==> config.mk <==
export PLATFORM = sky130hd
export DESIGN_NAME = mem_stage_flat
export DESIGN_NICKNAME = d
export VERILOG_FILES = /design/src/rtl/mem_stage_if.sv /design/src/rtl/mem_stage.sv /design/src/flat_wrapper.sv
export SDC_FILE = /design/constraint.sdc
export NUM_CORES = 1
export LEC_CHECK = 0
export ABC_AREA = 0
export CAP_MARGIN = 20
export CORE_AREA = 8 8 156 158
export CTS_BUF_LIST = sky130_fd_sc_hd__clkbuf_4 sky130_fd_sc_hd__clkbuf_8
export CTS_CLUSTER_DIAMETER = 50
export DETAILED_ROUTE_END_ITERATION = 10
export DIE_AREA = 0 0 164 166
export PLACE_DENSITY_LB_ADDON = 0.05
export SLEW_MARGIN = 20
export SYNTH_ARGS = -nofsm -noshare
export SYNTH_HDL_FRONTEND = slang
export SYNTH_SLANG_ARGS = --single-unit
==> constraint.sdc <==
create_clock -name clock -period 2.8 [get_ports clock]
set_input_delay 0.56 -clock clock [delete_from_list [all_inputs] [get_ports clock]]
set_output_delay 0.56 -clock clock [all_outputs]
set_load 0.01 [all_outputs]
==> src/rtl/mem_stage_if.sv <==
// Data-memory request/acknowledge bundle between the memory stage (master)
// and the data memory (slave).
interface mem_stage_if;
  logic        dmem_req;
  logic        dmem_we;
  logic [31:0] dmem_addr;
  logic [3:0]  dmem_be;
  logic [31:0] dmem_wdata;
  logic [31:0] dmem_rdata;
  logic        dmem_ack;

  modport master (
    output dmem_req, dmem_we, dmem_addr, dmem_be, dmem_wdata,
    input  dmem_rdata, dmem_ack
  );

  modport slave (
    input  dmem_req, dmem_we, dmem_addr, dmem_be, dmem_wdata,
    output dmem_rdata, dmem_ack
  );
endinterface

==> src/rtl/mem_stage.sv <==
// Pipeline memory stage: branch/jump redirect, byte/half/word loads and stores
// over a req/ack data memory, and the registered MEM/WB bundle.
module mem_stage #(
  parameter int unsigned MEM_TIMEOUT = 15
) (
  input  logic           clock,
  input  logic           reset,
  input  logic [169:0]   EX_MEM_out,
  output logic           pc_src,
  output logic [31:0]    pc_target,
  output logic           mem_stall,
  output logic           mem_err,
  output logic [103:0]   MEM_WB_out,
  mem_stage_if.master    dmem
);

  typedef enum logic {IDLE, WAIT} state_e;

  logic [1:0]  ls_bit;
  logic [1:0]  branch;
  logic        mem_to_reg;
  logic        mem_write;
  logic        reg_write;
  logic        jump;
  logic        ext_op;
  logic        pc_to_reg;
  logic [31:0] branch_target;
  logic        zero;
  logic [31:0] pc_add_out;
  logic [25:0] instr26;
  logic [31:0] alu_out;
  logic [31:0] store_data;
  logic [4:0]  wreg;

  assign ls_bit        = EX_MEM_out[1:0];
  assign branch        = EX_MEM_out[3:2];
  assign mem_to_reg    = EX_MEM_out[4];
  assign mem_write     = EX_MEM_out[5];
  assign reg_write     = EX_MEM_out[6];
  assign jump          = EX_MEM_out[7];
  assign ext_op        = EX_MEM_out[8];
  assign pc_to_reg     = EX_MEM_out[9];
  assign branch_target = EX_MEM_out[41:10];
  assign zero          = EX_MEM_out[42];
  assign pc_add_out    = EX_MEM_out[74:43];
  assign instr26       = EX_MEM_out[100:75];
  assign alu_out       = EX_MEM_out[132:101];
  assign store_data    = EX_MEM_out[164:133];
  assign wreg          = EX_MEM_out[169:165];

  state_e       state_q, state_d;
  logic         req_q, req_d;
  logic         we_q, we_d;
  logic [31:0]  addr_q, addr_d;
  logic [3:0]   be_q, be_d;
  logic [31:0]  wdata_q, wdata_d;
  logic [7:0]   cnt_q, cnt_d;
  logic         err_q, err_d;
  logic [103:0] wb_q, wb_d;

  logic memop;
  logic misaligned;
  logic aligned_op;
  logic timeout;

  function automatic logic [31:0] fmt_load(input logic [31:0] rd, input logic [1:0] lane,
                                           input logic [1:0] ls, input logic ext);
    logic [7:0]  b;
    logic [15:0] h;
    case (lane)
      2'd0:    b = rd[7:0];
      2'd1:    b = rd[15:8];
      2'd2:    b = rd[23:16];
      default: b = rd[31:24];
    endcase
    h = lane[1] ? rd[31:16] : rd[15:0];
    case (ls)
      2'b10:   fmt_load = {{24{ext & b[7]}}, b};
      2'b01:   fmt_load = {{16{ext & h[15]}}, h};
      default: fmt_load = rd;
    endcase
  endfunction

  function automatic logic [3:0] lane_be(input logic [1:0] lane, input logic [1:0] ls);
    case (ls)
      2'b10:   lane_be = 4'b0001 << lane;
      2'b01:   lane_be = lane[1] ? 4'b1100 : 4'b0011;
      default: lane_be = 4'b1111;
    endcase
  endfunction

  function automatic logic [31:0] lane_wdata(input logic [31:0] sd, input logic [1:0] ls);
    case (ls)
      2'b10:   lane_wdata = {4{sd[7:0]}};
      2'b01:   lane_wdata = {2{sd[15:0]}};
      default: lane_wdata = sd;
    endcase
  endfunction

  function automatic logic [103:0] wb_pack(input logic [31:0] load_data, input logic rw);
    wb_pack = {pc_to_reg, mem_to_reg, rw, pc_add_out, load_data, alu_out, wreg};
  endfunction

  // Half accesses need an even address; word accesses (LS 00 or 11) need word alignment.
  assign memop      = mem_to_reg | mem_write;
  assign misaligned = memop & (((ls_bit == 2'b01) & alu_out[0]) |
                               (((ls_bit == 2'b00) | (ls_bit == 2'b11)) & (alu_out[1:0] != 2'b00)));
  assign aligned_op = memop & ~misaligned;
  assign timeout    = (cnt_q == 8'(MEM_TIMEOUT - 1));

  always_comb begin
    state_d   = state_q;
    req_d     = req_q;
    we_d      = we_q;
    addr_d    = addr_q;
    be_d      = be_q;
    wdata_d   = wdata_q;
    cnt_d     = cnt_q;
    err_d     = err_q;
    wb_d      = wb_q;
    mem_stall = 1'b0;
    pc_src    = 1'b0;
    pc_target = 32'h0;
    case (state_q)
      IDLE: begin
        if (jump) begin
          pc_src    = 1'b1;
          pc_target = {pc_add_out[31:28], instr26, 2'b00};
        end else if (((branch == 2'b01) & zero) | ((branch == 2'b10) & ~zero)) begin
          pc_src    = 1'b1;
          pc_target = branch_target;
        end
        if (aligned_op) begin
          mem_stall = 1'b1;
          state_d   = WAIT;
          req_d     = 1'b1;
          we_d      = mem_write;
          addr_d    = {alu_out[31:2], 2'b00};
          be_d      = lane_be(alu_out[1:0], ls_bit);
          wdata_d   = lane_wdata(store_data, ls_bit);
          cnt_d     = 8'd0;
        end else begin
          wb_d = wb_pack(32'h0, reg_write & ~misaligned);
          if (misaligned) err_d = 1'b1;
        end
      end
      WAIT: begin
        // EX/MEM is held stable while stalled, so live fields still describe this access.
        if (dmem.dmem_ack) begin
          wb_d    = wb_pack(mem_write ? 32'h0 : fmt_load(dmem.dmem_rdata, alu_out[1:0], ls_bit, ext_op),
                            reg_write);
          req_d   = 1'b0;
          state_d = IDLE;
        end else if (timeout) begin
          wb_d    = wb_pack(32'h0, 1'b0);
          req_d   = 1'b0;
          err_d   = 1'b1;
          state_d = IDLE;
        end else begin
          cnt_d     = cnt_q + 8'd1;
          mem_stall = 1'b1;
        end
      end
      default: state_d = IDLE;
    endcase
  end

  always_ff @(posedge clock) begin
    if (reset) begin
      state_q <= IDLE;
      req_q   <= 1'b0;
      we_q    <= 1'b0;
      addr_q  <= 32'h0;
      be_q    <= 4'h0;
      wdata_q <= 32'h0;
      cnt_q   <= 8'd0;
      err_q   <= 1'b0;
      wb_q    <= 104'h0;
    end else begin
      state_q <= state_d;
      req_q   <= req_d;
      we_q    <= we_d;
      addr_q  <= addr_d;
      be_q    <= be_d;
      wdata_q <= wdata_d;
      cnt_q   <= cnt_d;
      err_q   <= err_d;
      wb_q    <= wb_d;
    end
  end

  assign dmem.dmem_req   = req_q;
  assign dmem.dmem_we    = we_q;
  assign dmem.dmem_addr  = addr_q;
  assign dmem.dmem_be    = be_q;
  assign dmem.dmem_wdata = wdata_q;
  assign mem_err         = err_q;
  assign MEM_WB_out      = wb_q;

endmodule

==> src/flat_wrapper.sv <==
// flat-port wrapper written by rule: the top's interface ports become plain ports
module mem_stage_flat 
#(
  parameter int unsigned MEM_TIMEOUT = 15
)
  (clock, reset, EX_MEM_out, pc_src, pc_target, mem_stall, mem_err, MEM_WB_out, dmem_dmem_req, dmem_dmem_we, dmem_dmem_addr, dmem_dmem_be, dmem_dmem_wdata, dmem_dmem_rdata, dmem_dmem_ack);
  mem_stage_if dmem_i ();
  input  logic clock;
  input  logic reset;
  input  logic [169:0] EX_MEM_out;
  output logic pc_src;
  output logic [31:0] pc_target;
  output logic mem_stall;
  output logic mem_err;
  output logic [103:0] MEM_WB_out;
  output wire logic [$bits(dmem_i.dmem_req)-1:0] dmem_dmem_req;
  output wire logic [$bits(dmem_i.dmem_we)-1:0] dmem_dmem_we;
  output wire logic [$bits(dmem_i.dmem_addr)-1:0] dmem_dmem_addr;
  output wire logic [$bits(dmem_i.dmem_be)-1:0] dmem_dmem_be;
  output wire logic [$bits(dmem_i.dmem_wdata)-1:0] dmem_dmem_wdata;
  input wire logic [$bits(dmem_i.dmem_rdata)-1:0] dmem_dmem_rdata;
  input wire logic [$bits(dmem_i.dmem_ack)-1:0] dmem_dmem_ack;
  assign dmem_dmem_req = dmem_i.dmem_req;
  assign dmem_dmem_we = dmem_i.dmem_we;
  assign dmem_dmem_addr = dmem_i.dmem_addr;
  assign dmem_dmem_be = dmem_i.dmem_be;
  assign dmem_dmem_wdata = dmem_i.dmem_wdata;
  assign dmem_i.dmem_rdata = dmem_dmem_rdata;
  assign dmem_i.dmem_ack = dmem_dmem_ack;
  mem_stage #(.MEM_TIMEOUT(MEM_TIMEOUT)) u_core (.clock(clock), .reset(reset), .EX_MEM_out(EX_MEM_out), .pc_src(pc_src), .pc_target(pc_target), .mem_stall(mem_stall), .mem_err(mem_err), .MEM_WB_out(MEM_WB_out), .dmem(dmem_i));
endmodule
==> metrics.md, run 1 <==
| Metric | Value |
|---|---|
| Worst setup margin | `around 0.11 ns` |
| Clock sinks | `182` |
| Post-synth EDFFs | `0` |
| Die Y | `166 microns` |
| Die Width | `roughly 160 microns` |
| Clock slew at reported path FFs | `0.10 ns` |
| IO Count | `414` |
| Fraction of power spent switching nets | `30.72%` |
| Clk_lat worst skew | `0.46 ns` |
| Core area | `22090 sq um` |
| Final Non-Filler Cells | `1570` |
| Run status | `complete, no violations` |
| Nets | `~1500` |
| Worst Path Buf+Inv | `3` |
| CP Class | `primary input to output port` |
| Total GRT Usage | `between 20 and 25%` |
| Logic pwr share | `~29%` |
| Antenna Nets Post-Route | `0` |
| Hold crit path type | `register to register` |
| P_sw | `2.083 mW` |
| Largest stage delay, worst path | `around 0.5 ns` |
| Finish-stage setup viols | `0` |
| Pin count of the biggest net entering global routing | `63` |
| CTS hold repair buffers | `0` |
| Clock power frac | `28.5%` |
| Crit path capture type | `output port` |
| Synth area leader | `dfxtp_1` |
| Most frequent cell after synthesis | `dfxtp_1` |
| Die area | `27220 sq um` |
| Vias in the first global route | `a little under 8000` |
| ANT cells | `0` |
| # fillers | `1990` |
| Max-slew violation count | `0` |
| Area delta synth->final | `65.04%` |
| First-pass GRT wire length | `roughly 48 mm` |
| Leak | `5.044 nW` |
| First drt pass iteration count | `6` |
| Synthesized flop and latch total | `182` |
| H-tree lvl count | `4` |
| Setup TNS | `0 ns` |
| Syn_area_per_cell | `between 9 and 10 sq um` |
| Main synth FF type | `dfxtp_1` |
| Max transition margin | `roughly 56%` |
| Area share of the largest cell type after synthesis | `46.40%` |
| Share of layout cells above drive strength 1 | `8.016%` |
| Seq pwr share | `42.8%` |
| Data arrival, critical path | `2.13 ns` |
| CP Data Required Time | `2.24 ns` |
| Mapped Area | `7853 sq um` |
| WL per Instance | `approximately 20 microns` |
| Dpl ws | `-0.2058 ns` |
| Synth warn | `0` |
| Clock Tree Root | `clkbuf_8` |
| Antenna violations before repair | `1` |
| Initial DRC count | `between 600 and 700` |
| CP max FO | `12` |
| Routed vias | `about 8200` |
| Critical path launch point type | `primary input` |
| Final total power | `6.782 mW` |
| Sequential-to-total area share from yosys stat | `46.40%` |
| Final Critical Period | `2.693 ns` |
| Core Util, Final | `about three fifths` |
| Max-cap check violation count | `0` |
| Initial Util | `35.55%` |
| Crit-path cells | `clkdlybuf4s50_1, nor2b_1, a21oi_1, a21o_1, buf_4, nor2_1, dlygate4sd2_1` |
| TritonCTS Buffers | `17` |
| Area of the multi-input gates | `3831 sq um` |
| RSZ-0062 raised after global routing | `false` |
| Clock Skews | `0.01645 ns` |
| Power Density | `523.3 nW/um^2` |
| RePlAce Congestion | `0.8412` |
| Dpl hpwl | `24.85 mm` |
| Post-Syn Instances | `865` |
| I/O Buffers | `411` |
| Final count of hold timing violations | `0` |
| Synth async-reset ratio | `0%` |
| IR drop worst, VDD | `0.0002776 V` |
| Row count | `55` |
| Fin crit share | `96.16%` |
| Actual slew at the worst max-slew pin | `about 0.66 ns` |
| Vias per Instance | `5.213` |
| Synth top area cells | `dfxtp_1 (46%), a22o_1 (7.0%), mux2i_1 (6.5%)` |
| Slowest CP cell | `clkdlybuf4s50_1` |
| DRC violations left | `0` |
| CTS tree | `built` |
| Total grt overflow | `0` |
| Synth top cells by count | `dfxtp_1 (182), nand2_1 (105), a21oi_1 (75)` |
| Synth unique cells | `51` |
| Internal power | `4.699 mW` |
| Cell family with most CP delay | `buffers and inverters` |
| Clock tree buffer depth | `2` |
| Reg area | `3643 sq um` |
| F_max | `between 300 and 400 MHz` |
| Placed insts | `1538` |
| Post-Route WL | `roughly 32 mm` |
routing by layer:
layer  vias to the layer above  wire, microns  global-route usage (%)
met5                         -             13                       0
met4                         2            462                   5.417
met3                        29           2724                   7.833
met2                       281          15250                   36.48
met1                      3906          13790                   28.56
li1                       3966              -                       -
worst paths after layout:
| path | from | end | slack [ns] | cells after the start |
|---|---|---|---|---|
| setup / recovery | EX_MEM_out[2] | pc_target[28] | 0.11 | 7 |
| hold / removal | u_core.dmem.dmem_addr[17] | u_core.dmem.dmem_addr[17] | 0.46 | 2 |
| setup reg to reg | u_core.cnt_q[4] | u_core.MEM_WB_out[42] | 0.55 | 6 |
| hold reg to reg | u_core.dmem.dmem_addr[17] | u_core.dmem.dmem_addr[17] | 0.46 | 2 |
power by group through the flow:
stage / Clock [mW] / Combinational (mW) / Sequential, mW
floorplan: 0 / 0.726 / 3.05
finish: 1.93 / 1.95 / 2.90
global placement: 0 / 1.98 / 2.95
CTS: 1.99 / 1.97 / 2.90
detailed placement: 0 / 1.99 / 2.96
global route: 2.09 / 2.10 / 2.93
kinds of logic after synthesis:
| group | synth area share [%] |
|---|---|
| muxes | 6.644 |
| DFF | 46.40 |
| buffers and inverters | 5.386 |
| AOI/OAI and AO/OA | 25.26 |
| other | 0.04776 |
| adders and majority gates | 0.6374 |
| and+or+nand+nor | 15.63 |
cell type report:
| cell class | count | share of cell area [%] |
|---|---|---|
| clock buffers | 18 | 1.912 |
| clock inverters | 14 | 1.429 |
| inverters | 10 | 0.2896 |
| multi-input cells | 594 | 29.56 |
| flip-flops and latches | 182 | 28.11 |
| well taps | 285 | 2.752 |
| repair buffers | 467 | 35.94 |
registers in the layout, summed over array words and instances, names as in the netlist:
name	flops
u_core.cnt_q	8
u_core.MEM_WB_out	104
u_core.dmem.dmem_req	1
u_core.state_q	1
u_core.dmem.dmem_wdata	32
u_core.dmem.dmem_we	1
u_core.mem_err	1
u_core.dmem.dmem_addr	30
u_core.dmem.dmem_be	4
cell usage in the layout, fill, tap and decap left out, types with 4 or more instances in the layout:
cell type / instances
o221ai_1: 9
o2bb2ai_1: 4
inv_1: 7
a221oi_1: 8
o21ai_0: 34
nand3_1: 23
o211ai_1: 8
a32o_1: 24
dfxtp_1: 182
nor3b_1: 8
nand2b_1: 30
buf_12: 13
nor2b_1: 6
a211oi_1: 8
clkbuf_8: 18
nand2_1: 105
mux2i_1: 51
a311oi_1: 5
a21oi_1: 75
a221o_1: 11
nor3_1: 21
buf_4: 43
a22o_1: 63
dlygate4sd2_1: 30
nor2_1: 57
a222oi_1: 4
clkdlybuf4s50_1: 375
metrics by stage:
step	cell area, sq um	hold WS [ns]
6_report	12960	0.4574
5_1_grt	12960	0.4733
4_1_cts	12940	0.4594
3_5_place_dp	12550	0.4457
3_3_place_gp	12550	0.4352
2_1_floorplan	7856	0.4407
tightest hold or removal path: stages, from the launching register on:
cell and delay, ns:
dfxtp_1 0.32, nand2_1 0.05, a21oi_1 0.05
timing repair:
item	CTS	global route
setup buffers	0	0
setup endpoints to repair	31	4
hold endpoints to repair	0	0
resized for setup	31	8
Note: power is estimated with default switching activity, not from simulation.
==> run 2, diff against run 1 <==
Settings changed: CORE_AREA 8 8 156 158 to default, CORE_ASPECT_RATIO from default to 1.75, CORE_MARGIN from default to 8, CORE_UTILIZATION from default to 30, DIE_AREA 0 0 164 166 to default, RECOVER_POWER from default to 50.
==> metrics.md, run 2 (synthesis results as in run 1) <==
| Metric | Value |
|---|---|
| Pin count of the biggest net entering global routing | `64` |
| Met1 GRT Util | `between 20% and 30%` |
| Max-cap check violation count | `0` |
| Power Density | `510.2 nW/um^2` |
| Nets | `1491` |
| Finish-stage setup viols | `0` |
| Clock tree buffer depth | `2` |
| Hold crit path type | `register to register` |
| GRT met3 Usage | `8.213%` |
| Max transition margin | `a little under two fifths` |
| Fin crit share | `97.85%` |
| Row count | `78` |
| Clock Skews | `0.01350 ns` |
| Worst setup margin | `between 0.06 and 0.07 ns` |
| Dpl ws | `-0.2767 ns` |
| Clk_lat worst skew | `0.48 ns` |
| H-tree lvl count | `4` |
| Total grt overflow | `0` |
| Crit path capture type | `output port` |
| Clock Tree Root | `clkbuf_8` |
| Data arrival, critical path | `2.18 ns` |
| CP max FO | `3` |
| Vias per Instance | `~5.0` |
| DRC violations left | `0` |
| Run status | `complete, no violations` |
| IO Count | `414` |
| Setup TNS | `0 ns` |
| Leak | `5.508 nW` |
| Total GRT Usage | `20.92%` |
| Dpl hpwl | `26.67 mm` |
| Max reg flops | `104` |
| Max-slew violation count | `0` |
| RePlAce Congestion | `0.8592` |
| Critical path launch point type | `primary input` |
| GRT Max-Usage Layer | `met2` |
| CP Data Required Time | `2.24 ns` |
| Dpl cell area | `12680 sq um` |
| Die Width | `138.3 microns` |
| Core area | `25860 sq um` |
| Final Non-Filler Cells | `~1600` |
| Placed insts | `~1600` |
| Clock slew at reported path FFs | `0.09 ns` |
| CTS tree | `built` |
| Vias in the first global route | `8466` |
| RSZ-0062 raised after global routing | `false` |
| Die Y | `230.0 microns` |
| Final count of hold timing violations | `0` |
| Actual slew at the worst max-slew pin | `0.9395 ns` |
| Antenna violations before repair | `7` |
| WL per Instance | `21.15 microns` |
| Clock sinks | `182` |
| Final instance area | `approximately 13000 sq um` |
| IR drop worst, VDD | `0.0003567 V` |
| Initial Util | `30.36%` |
| CTS hold repair buffers | `0` |
| Met2 Resource Use GR | `36.51%` |
| Post-Route WL | `34.28 mm` |
| Die area | `approximately 32000 sq um` |
| Routed vias | `~8000` |
| Antenna Nets Post-Route | `0` |
| Commonest non-fill, non-tap cell in the layout | `clkdlybuf4s50_1` |
| Final hold slack | `approximately 0.45 ns` |
| I/O Buffers | `411` |
| F_max | `365.0 MHz` |
| First drt pass iteration count | `7` |
| Area delta synth->final | `66.27%` |
| Share of layout cells above drive strength 1 | `~8.5%` |
| Initial DRC count | `roughly 370` |
| TritonCTS Buffers | `17` |
| Final Critical Period | `2.740 ns` |
| Commonest non-fill, non-tap cells in the layout | `clkdlybuf4s50_1 (203), dfxtp_1 (182), dlygate4sd3_1 (174)` |
| First-pass GRT wire length | `52.10 mm` |
| CP Class | `primary input to output port` |
==> run 2: final timing paths <==
kind                                  start  slack, ns  depth (start not counted)                   endpoint
hold / removal    u_core.dmem.dmem_addr[22]       0.45                          2  u_core.dmem.dmem_addr[22]
setup reg to reg            u_core.cnt_q[4]       0.55                          7       u_core.MEM_WB_out[0]
setup / recovery              EX_MEM_out[2]       0.06                          7              pc_target[28]
hold reg to reg   u_core.dmem.dmem_addr[22]       0.45                          2  u_core.dmem.dmem_addr[22]
==> run 2: power by group <==
part           switching [mW]  internal (mW)  total [mW]
combinational           0.929          0.979        1.91
clock                    1.04          0.814        1.86
sequential             0.0990           2.80        2.90
==> run 2: final cells by class <==
| cell class | count | area [sq um] |
|---|---|---|
| fill | 2482 | 12810 |
| tap | 320 | 400.4 |
| timing repair buffer | 477 | 4730 |
| inverter | 10 | 37.54 |
| clock inverter | 15 | 166.4 |
| clock buffer | 17 | 234.0 |
| sequential | 182 | 3643 |
| multi-input combinational | 594 | 3830 |
| antenna | 6 | 15.01 |
==> run 2: critical path: stages <==
cell             delay (ns)
clkdlybuf4s50_1        0.49
nor2b_1                0.17
a21oi_2                0.09
a21o_1                 0.22
buf_4                  0.14
nor2_1                 0.10
dlygate4sd2_1          0.40
==> run 2: what timing repair did <==
action                     CTS  global route
gates resized for setup     36             3
setup endpoints to repair   34            18
setup buffers                0             0
==> run 2: metal layers <==
metal | part of all wire, % | routed length [microns]
met1 | 37 | 12670
met2 | 52 | 17800
met3 | 8.0 | 2736
met4 | 3.1 | 1054
met5 | 0.038 | 13
==> run 2: through the flow <==
stage / util, % / power (mW)
after global placement: 49.03 / 4.988
after CTS: 50.47 / 6.878
after detailed placement: 49.03 / 5.001
after global routing: 50.48 / 7.023
final: 50.48 / 6.662
after floorplan: - / 3.780
